File: src/rtl/regfile_operand_reader_if.sv
// Issue, register-file read, writeback and execute-side signals of the operand reader.
// master = surrounding pipeline/environment, slave = regfile_operand_reader.
interface regfile_operand_reader_if #(
    parameter int DATA_W      = 32,
    parameter int STALL_CNT_W = 16
);
    logic                   in_valid;
    logic                   in_ready;
    logic [4:0]             in_rs1;
    logic [4:0]             in_rs2;
    logic [4:0]             in_rd;
    logic                   in_rd_we;
    logic [4:0]             rf_pos1;
    logic [4:0]             rf_pos2;
    logic [DATA_W-1:0]      rf_value1;
    logic [DATA_W-1:0]      rf_value2;
    logic                   wb_valid;
    logic [4:0]             wb_pos;
    logic [DATA_W-1:0]      wb_value;
    logic                   out_valid;
    logic                   out_ready;
    logic [DATA_W-1:0]      out_op1;
    logic [DATA_W-1:0]      out_op2;
    logic [4:0]             out_rd;
    logic                   out_rd_we;
    logic [STALL_CNT_W-1:0] stall_count;

    modport slave (
        input  in_valid, in_rs1, in_rs2, in_rd, in_rd_we,
        input  rf_value1, rf_value2,
        input  wb_valid, wb_pos, wb_value,
        input  out_ready,
        output in_ready, rf_pos1, rf_pos2,
        output out_valid, out_op1, out_op2, out_rd, out_rd_we,
        output stall_count
    );

    modport master (
        output in_valid, in_rs1, in_rs2, in_rd, in_rd_we,
        output rf_value1, rf_value2,
        output wb_valid, wb_pos, wb_value,
        output out_ready,
        input  in_ready, rf_pos1, rf_pos2,
        input  out_valid, out_op1, out_op2, out_rd, out_rd_we,
        input  stall_count
    );
endinterface

File: src/rtl/regfile_operand_reader.sv
// Decode-side register-file read client with scoreboard RAW stalls and a one-entry output register.
// Optional macro BYPASS_EN forwards same-cycle writeback data to the operands.
module regfile_operand_reader #(
    parameter int DATA_W      = 32,
    parameter int STALL_CNT_W = 16
) (
    input  logic                 clock,
    input  logic                 reset,
    regfile_operand_reader_if.slave bus
);

`ifdef BYPASS_EN
    localparam bit BYPASS = 1'b1;
`else
    localparam bit BYPASS = 1'b0;
`endif

    logic [31:0]            scoreboard;
    logic [31:0]            scoreboard_nxt;
    logic                   hazard;
    logic                   accept;
    logic                   rd_trackable;
    logic [DATA_W-1:0]      op1_sel;
    logic [DATA_W-1:0]      op2_sel;

    logic                   vld_p0;
    logic [DATA_W-1:0]      op1_p0;
    logic [DATA_W-1:0]      op2_p0;
    logic [4:0]             rd_p0;
    logic                   rd_we_p0;
    logic [STALL_CNT_W-1:0] stall_cnt;

    function automatic logic is_pending(input logic [31:0] sb, input logic [4:0] r,
                                        input logic wbv, input logic [4:0] wbp);
        return sb[r] && !(BYPASS && wbv && (wbp == r));
    endfunction

    // r31 writes are dropped by the RF, so forwarding them would return data that never lands.
    function automatic logic [DATA_W-1:0] select_operand(input logic [4:0] r,
                                                         input logic [DATA_W-1:0] rfv,
                                                         input logic wbv, input logic [4:0] wbp,
                                                         input logic [DATA_W-1:0] wbd);
        if (r == 5'd0)
            return '0;
        if (BYPASS && wbv && (wbp == r) && (r != 5'd31))
            return wbd;
        return rfv;
    endfunction

    function automatic logic [STALL_CNT_W-1:0] sat_inc(input logic [STALL_CNT_W-1:0] c);
        return (&c) ? c : c + STALL_CNT_W'(1);
    endfunction

    assign bus.rf_pos1 = bus.in_rs1;
    assign bus.rf_pos2 = bus.in_rs2;

    assign hazard = bus.in_valid &&
                    (is_pending(scoreboard, bus.in_rs1, bus.wb_valid, bus.wb_pos) ||
                     is_pending(scoreboard, bus.in_rs2, bus.wb_valid, bus.wb_pos));

    assign bus.in_ready = !hazard && (!vld_p0 || bus.out_ready);
    assign accept       = bus.in_valid && bus.in_ready;
    assign rd_trackable = (bus.in_rd != 5'd0) && (bus.in_rd != 5'd31);

    assign op1_sel = select_operand(bus.in_rs1, bus.rf_value1, bus.wb_valid, bus.wb_pos, bus.wb_value);
    assign op2_sel = select_operand(bus.in_rs2, bus.rf_value2, bus.wb_valid, bus.wb_pos, bus.wb_value);

    // Clear first, then set, so a new producer of the same register keeps it pending.
    always_comb begin
        scoreboard_nxt = scoreboard;
        if (bus.wb_valid)
            scoreboard_nxt[bus.wb_pos] = 1'b0;
        if (accept && bus.in_rd_we && rd_trackable)
            scoreboard_nxt[bus.in_rd] = 1'b1;
    end

    // ---- stage p0: resolved operands held for execute ----
    always_ff @(posedge clock) begin
        if (reset) begin
            vld_p0     <= 1'b0;
            op1_p0     <= '0;
            op2_p0     <= '0;
            rd_p0      <= '0;
            rd_we_p0   <= 1'b0;
            scoreboard <= '0;
            stall_cnt  <= '0;
        end else begin
            scoreboard <= scoreboard_nxt;
            if (hazard)
                stall_cnt <= sat_inc(stall_cnt);
            if (accept) begin
                vld_p0   <= 1'b1;
                op1_p0   <= op1_sel;
                op2_p0   <= op2_sel;
                rd_p0    <= bus.in_rd;
                rd_we_p0 <= bus.in_rd_we && rd_trackable;
            end else if (bus.out_ready) begin
                vld_p0 <= 1'b0;
            end
        end
    end

    assign bus.out_valid   = vld_p0;
    assign bus.out_op1     = op1_p0;
    assign bus.out_op2     = op2_p0;
    assign bus.out_rd      = rd_p0;
    assign bus.out_rd_we   = rd_we_p0;
    assign bus.stall_count = stall_cnt;

endmodule
File: src/flat_wrapper.sv
// flat-port wrapper written by rule: the top's interface ports become plain ports
module regfile_operand_reader_flat 
#(
    parameter int DATA_W      = 32,
    parameter int STALL_CNT_W = 16
)
  (clock, reset, bus_in_valid, bus_in_rs1, bus_in_rs2, bus_in_rd, bus_in_rd_we, bus_rf_value1, bus_rf_value2, bus_wb_valid, bus_wb_pos, bus_wb_value, bus_out_ready, bus_in_ready, bus_rf_pos1, bus_rf_pos2, bus_out_valid, bus_out_op1, bus_out_op2, bus_out_rd, bus_out_rd_we, bus_stall_count);
  regfile_operand_reader_if #(.DATA_W(DATA_W), .STALL_CNT_W(STALL_CNT_W)) bus_i ();
  input  logic clock;
  input  logic reset;
  input wire logic [$bits(bus_i.in_valid)-1:0] bus_in_valid;
  input wire logic [$bits(bus_i.in_rs1)-1:0] bus_in_rs1;
  input wire logic [$bits(bus_i.in_rs2)-1:0] bus_in_rs2;
  input wire logic [$bits(bus_i.in_rd)-1:0] bus_in_rd;
  input wire logic [$bits(bus_i.in_rd_we)-1:0] bus_in_rd_we;
  input wire logic [$bits(bus_i.rf_value1)-1:0] bus_rf_value1;
  input wire logic [$bits(bus_i.rf_value2)-1:0] bus_rf_value2;
  input wire logic [$bits(bus_i.wb_valid)-1:0] bus_wb_valid;
  input wire logic [$bits(bus_i.wb_pos)-1:0] bus_wb_pos;
  input wire logic [$bits(bus_i.wb_value)-1:0] bus_wb_value;
  input wire logic [$bits(bus_i.out_ready)-1:0] bus_out_ready;
  output wire logic [$bits(bus_i.in_ready)-1:0] bus_in_ready;
  output wire logic [$bits(bus_i.rf_pos1)-1:0] bus_rf_pos1;
  output wire logic [$bits(bus_i.rf_pos2)-1:0] bus_rf_pos2;
  output wire logic [$bits(bus_i.out_valid)-1:0] bus_out_valid;
  output wire logic [$bits(bus_i.out_op1)-1:0] bus_out_op1;
  output wire logic [$bits(bus_i.out_op2)-1:0] bus_out_op2;
  output wire logic [$bits(bus_i.out_rd)-1:0] bus_out_rd;
  output wire logic [$bits(bus_i.out_rd_we)-1:0] bus_out_rd_we;
  output wire logic [$bits(bus_i.stall_count)-1:0] bus_stall_count;
  assign bus_i.in_valid = bus_in_valid;
  assign bus_i.in_rs1 = bus_in_rs1;
  assign bus_i.in_rs2 = bus_in_rs2;
  assign bus_i.in_rd = bus_in_rd;
  assign bus_i.in_rd_we = bus_in_rd_we;
  assign bus_i.rf_value1 = bus_rf_value1;
  assign bus_i.rf_value2 = bus_rf_value2;
  assign bus_i.wb_valid = bus_wb_valid;
  assign bus_i.wb_pos = bus_wb_pos;
  assign bus_i.wb_value = bus_wb_value;
  assign bus_i.out_ready = bus_out_ready;
  assign bus_in_ready = bus_i.in_ready;
  assign bus_rf_pos1 = bus_i.rf_pos1;
  assign bus_rf_pos2 = bus_i.rf_pos2;
  assign bus_out_valid = bus_i.out_valid;
  assign bus_out_op1 = bus_i.out_op1;
  assign bus_out_op2 = bus_i.out_op2;
  assign bus_out_rd = bus_i.out_rd;
  assign bus_out_rd_we = bus_i.out_rd_we;
  assign bus_stall_count = bus_i.stall_count;
  regfile_operand_reader #(.DATA_W(DATA_W), .STALL_CNT_W(STALL_CNT_W)) u_core (.clock(clock), .reset(reset), .bus(bus_i));
endmodule
File: config.mk
export PLATFORM = sky130hd
export DESIGN_NAME = regfile_operand_reader_flat
export DESIGN_NICKNAME = d
export VERILOG_FILES = /design/src/rtl/regfile_operand_reader_if.sv /design/src/rtl/regfile_operand_reader.sv /design/src/flat_wrapper.sv
export SDC_FILE = /design/constraint.sdc
export NUM_CORES = 1
export LEC_CHECK = 0
export CAP_MARGIN = 20
export CORE_UTILIZATION = 45
export CTS_BUF_LIST = sky130_fd_sc_hd__clkbuf_8
export CTS_CLUSTER_SIZE = 30
export DETAILED_ROUTE_END_ITERATION = 16
export PLACE_DENSITY = 0.82
export SLEW_MARGIN = 10
export SYNTH_ARGS = -nofsm -noshare
export SYNTH_HDL_FRONTEND = slang
export SYNTH_SLANG_ARGS = --single-unit
File: constraint.sdc
create_clock -name clock -period 3.6 [get_ports clock]
set_input_delay 0.72 -clock clock [delete_from_list [all_inputs] [get_ports clock]]
set_output_delay 0.72 -clock clock [all_outputs]
set_load 0.01 [all_outputs]
==> results.yml <==
clocking:
  cts_buffers: 17
  post_cts_buffers: 0
  cts_resized: 14
  ctsHtreeMaxLevel: 4
  cts.clk_slew.worst_paths_ns: 0.06
  cts_tree: "built"
  clkLatencyLatePin_ns: 0.44
  clockBufferDepth: 2
  cts_hold_buf: 0
  cts.sinks: 119
  root_buffer: "clkbuf_8"
global_route:
  grt_pass1_wl_um: 26100
  grtUsageTotal: 0.253
  antenna_found_initial: 0
  grt_max_degree: 55
  grt_pass1_vias: 5316
  grt.overflow.total: 0
routing:
  drc: 0
  firstDrtPassIters: 5
  wl_um: 16500
  wl_per_cell_um: 16.3
  first_iter_violations: 428
  vias: 5587
  viasPerCell: 5.54
  antenna_left: 0
floorplan:
  core_area_mm2: 0.0122
  die-width_um: 115
  pin_count: 220
  row_count: 40
  dieArea_mm2: 0.0132
  die_y_um: 115
  initial_core_util: 0.470
layout:
  synthToLayoutAreaGrowth_pct: 43.6
  final_cell_mix: "clkdlybuf4s50_1 (180), dfxtp_1 (119), nand2_1 (97)"
  nFillCells: 1011
  drive_gt1_frac: 0.102
  fin_nets: 950
  n_antenna_cell: 0
  final_area_mm2: 0.00825
  final_common_cell: "clkdlybuf4s50_1"
setup_path:
  arrival_ns: 2.79
  path_max_fanout: 6
  path_class: "in2out"
  worst_setup_path_start_kind: "input port"
  crit_required_ns: 2.88
  end_kind: "output pin"
yosys:
  syn-cell-area_mm2: 0.00574
  synthMuxAreaShare: 0.0930
  synth_ff_type: "dfxtp_1"
  ys_seq_area_frac: 0.415
  synth_seq_cells: 119
  yosys_warnings: 0
  synth_top_family_by_area: "simple AND/OR/NAND/NOR gates"
  synth_compound_area_frac: 0.144
  synth_edf_count: 0
  synth_xor_area_frac: 0
  synth_nets: 776
  async_flop_share: 0
  netlist_instances: 653
  synth.avg_cell_area_um2: 8.79
  synth-adder-area-share: 0.00218
  ys_types: 50
  synth-simple-area-share: 0.294
timing:
  worst_slew_pin_slew_ns: 0.718
  fmax_ghz: 0.285
  maxSlewViolCount: 0
  hold_ws_ns: 0.456
  hold_violations: 0
  slew_headroom: 0.520
  fin_ws_ns: 0.0881
  setup_viol: 0
  clock_skew_ns: 0.0115
  rsz0062_at_grt: "false"
  finalCriticalPeriod_ns: 3.51
  fin_crit_sh: 0.976
hold_path:
  hp-class: "reg2reg"
outcome:
  status: "finished clean"
place:
  placed_area_mm2: 0.00780
  preCtsSetupSlack_ns: -0.735
  gp_congestion: 0.869
  dp_hpwl_um: 12000
  port_buffers: 187
power_and_ir_drop:
  peakVddDrop_v: 0.000251
  power_density_mw_per_mm2: 397
  power.total_uw: 3270
  power_leakage_uw: 0.00297
flow_run:
  drv_cap: 0
==> path summary, 6_finish.rpt <==
check | startpoint | end | slack (ns) | depth (start not counted)
setup / recovery | bus_in_rs1[1] | bus_in_ready | 0.09 | 8
setup reg to reg | u_core.scoreboard[29] | u_core.bus.stall_count[8] | 1.00 | 8
hold / removal | u_core.bus.out_rd_we | u_core.bus.out_rd_we | 0.46 | 2
hold reg to reg | u_core.bus.out_rd_we | u_core.bus.out_rd_we | 0.46 | 2
==> where the power goes <==
group,leakage (uW),switching [uW],internal (uW)
sequential,0.000968,31.3,1370
clock,0.000238,515,817
combinational,0.00177,247,289
total,0.00297,794,2480
==> sequential cells by signal, summed over array words and instances (netlist names) <==
signal                  cells
u_core.bus.out_op2         32
u_core.bus.out_rd_we        1
u_core.bus.out_valid        1
u_core.bus.out_op1         32
u_core.bus.stall_count     16
u_core.scoreboard          32
u_core.bus.out_rd           5
==> cells in the mapped netlist, types with 2 or more instances <==
cell	n	area (um^2)
dfxtp_1	119	2380
nand2_1	97	364
nand3b_1	87	653
o21ai_0	45	225
o21ai_1	40	200
o31ai_1	33	248
clkbuf_1	29	109
nor2b_1	27	169
nor2_1	23	86.3
nand3_1	16	80.1
a21oi_1	15	75.1
mux2i_1	14	140
buf_4	12	90.1
mux4_2	12	270
and3_1	8	50.1
buf_2	7	35.0
buf_1	6	22.5
nor3_1	6	30.0
nor3b_1	5	37.5
or3_1	5	31.3
or4_1	4	30.0
buf_6	3	33.8
mux2_1	3	33.8
mux2_2	3	33.8
a22oi_1	2	15.0
inv_1	2	7.51
mux2_4	2	30.0
nand2b_1	2	12.5
nand4_1	2	12.5
nor4_1	2	12.5
nor4b_1	2	17.5
or3b_2	2	17.5
==> critical path, cell delays in order <==
cell and delay [ns]:
clkdlybuf4s15_1 0.24, buf_12 0.14, mux4_2 0.50, mux4_2 0.49
o21a_1 0.22, o21ai_4 0.14, and2_1 0.13, clkdlybuf4s15_2 0.22
==> routing by layer <==
layer | share of wire | GRT usage | vias up
met1 | 0.41 | 0.302 | 2607
met2 | 0.49 | 0.414 | 233
met4 | 0.037 | 0.145 | 0
li1 | - | - | 2690
met5 | 0 | 0 | -
met3 | 0.064 | 0.0627 | 57
==> per-stage QoR <==
step,TNS [ns],util,cells
2_1_floorplan,0,-,653
3_3_place_gp,-0.812,0.639,976
3_5_place_dp,-1.07,0.639,976
4_1_cts,0,0.675,1008
5_1_grt,0,0.675,1008
6_report,0,0.675,1008
==> logic make-up after synthesis <==
| group | count (synthesis) |
|---|---|
| muxes | 35 |
| buffers and inverters | 59 |
| adders and majority gates | 1 |
| AOI/OAI and AO/OA | 142 |
| and+or+nand+nor | 297 |
| DFF | 119 |
==> cell type report <==
class	count	area, um^2	share of cell area
clock buffers	21	289	0.0350
clock inverters	11	153	0.0185
inverters	2	7.51	0.000910
multi-input cells	475	3070	0.372
flip-flops and latches	119	2380	0.289
well taps	168	210	0.0255
repair buffers	212	2140	0.259
(Power assumes the default switching activity.)
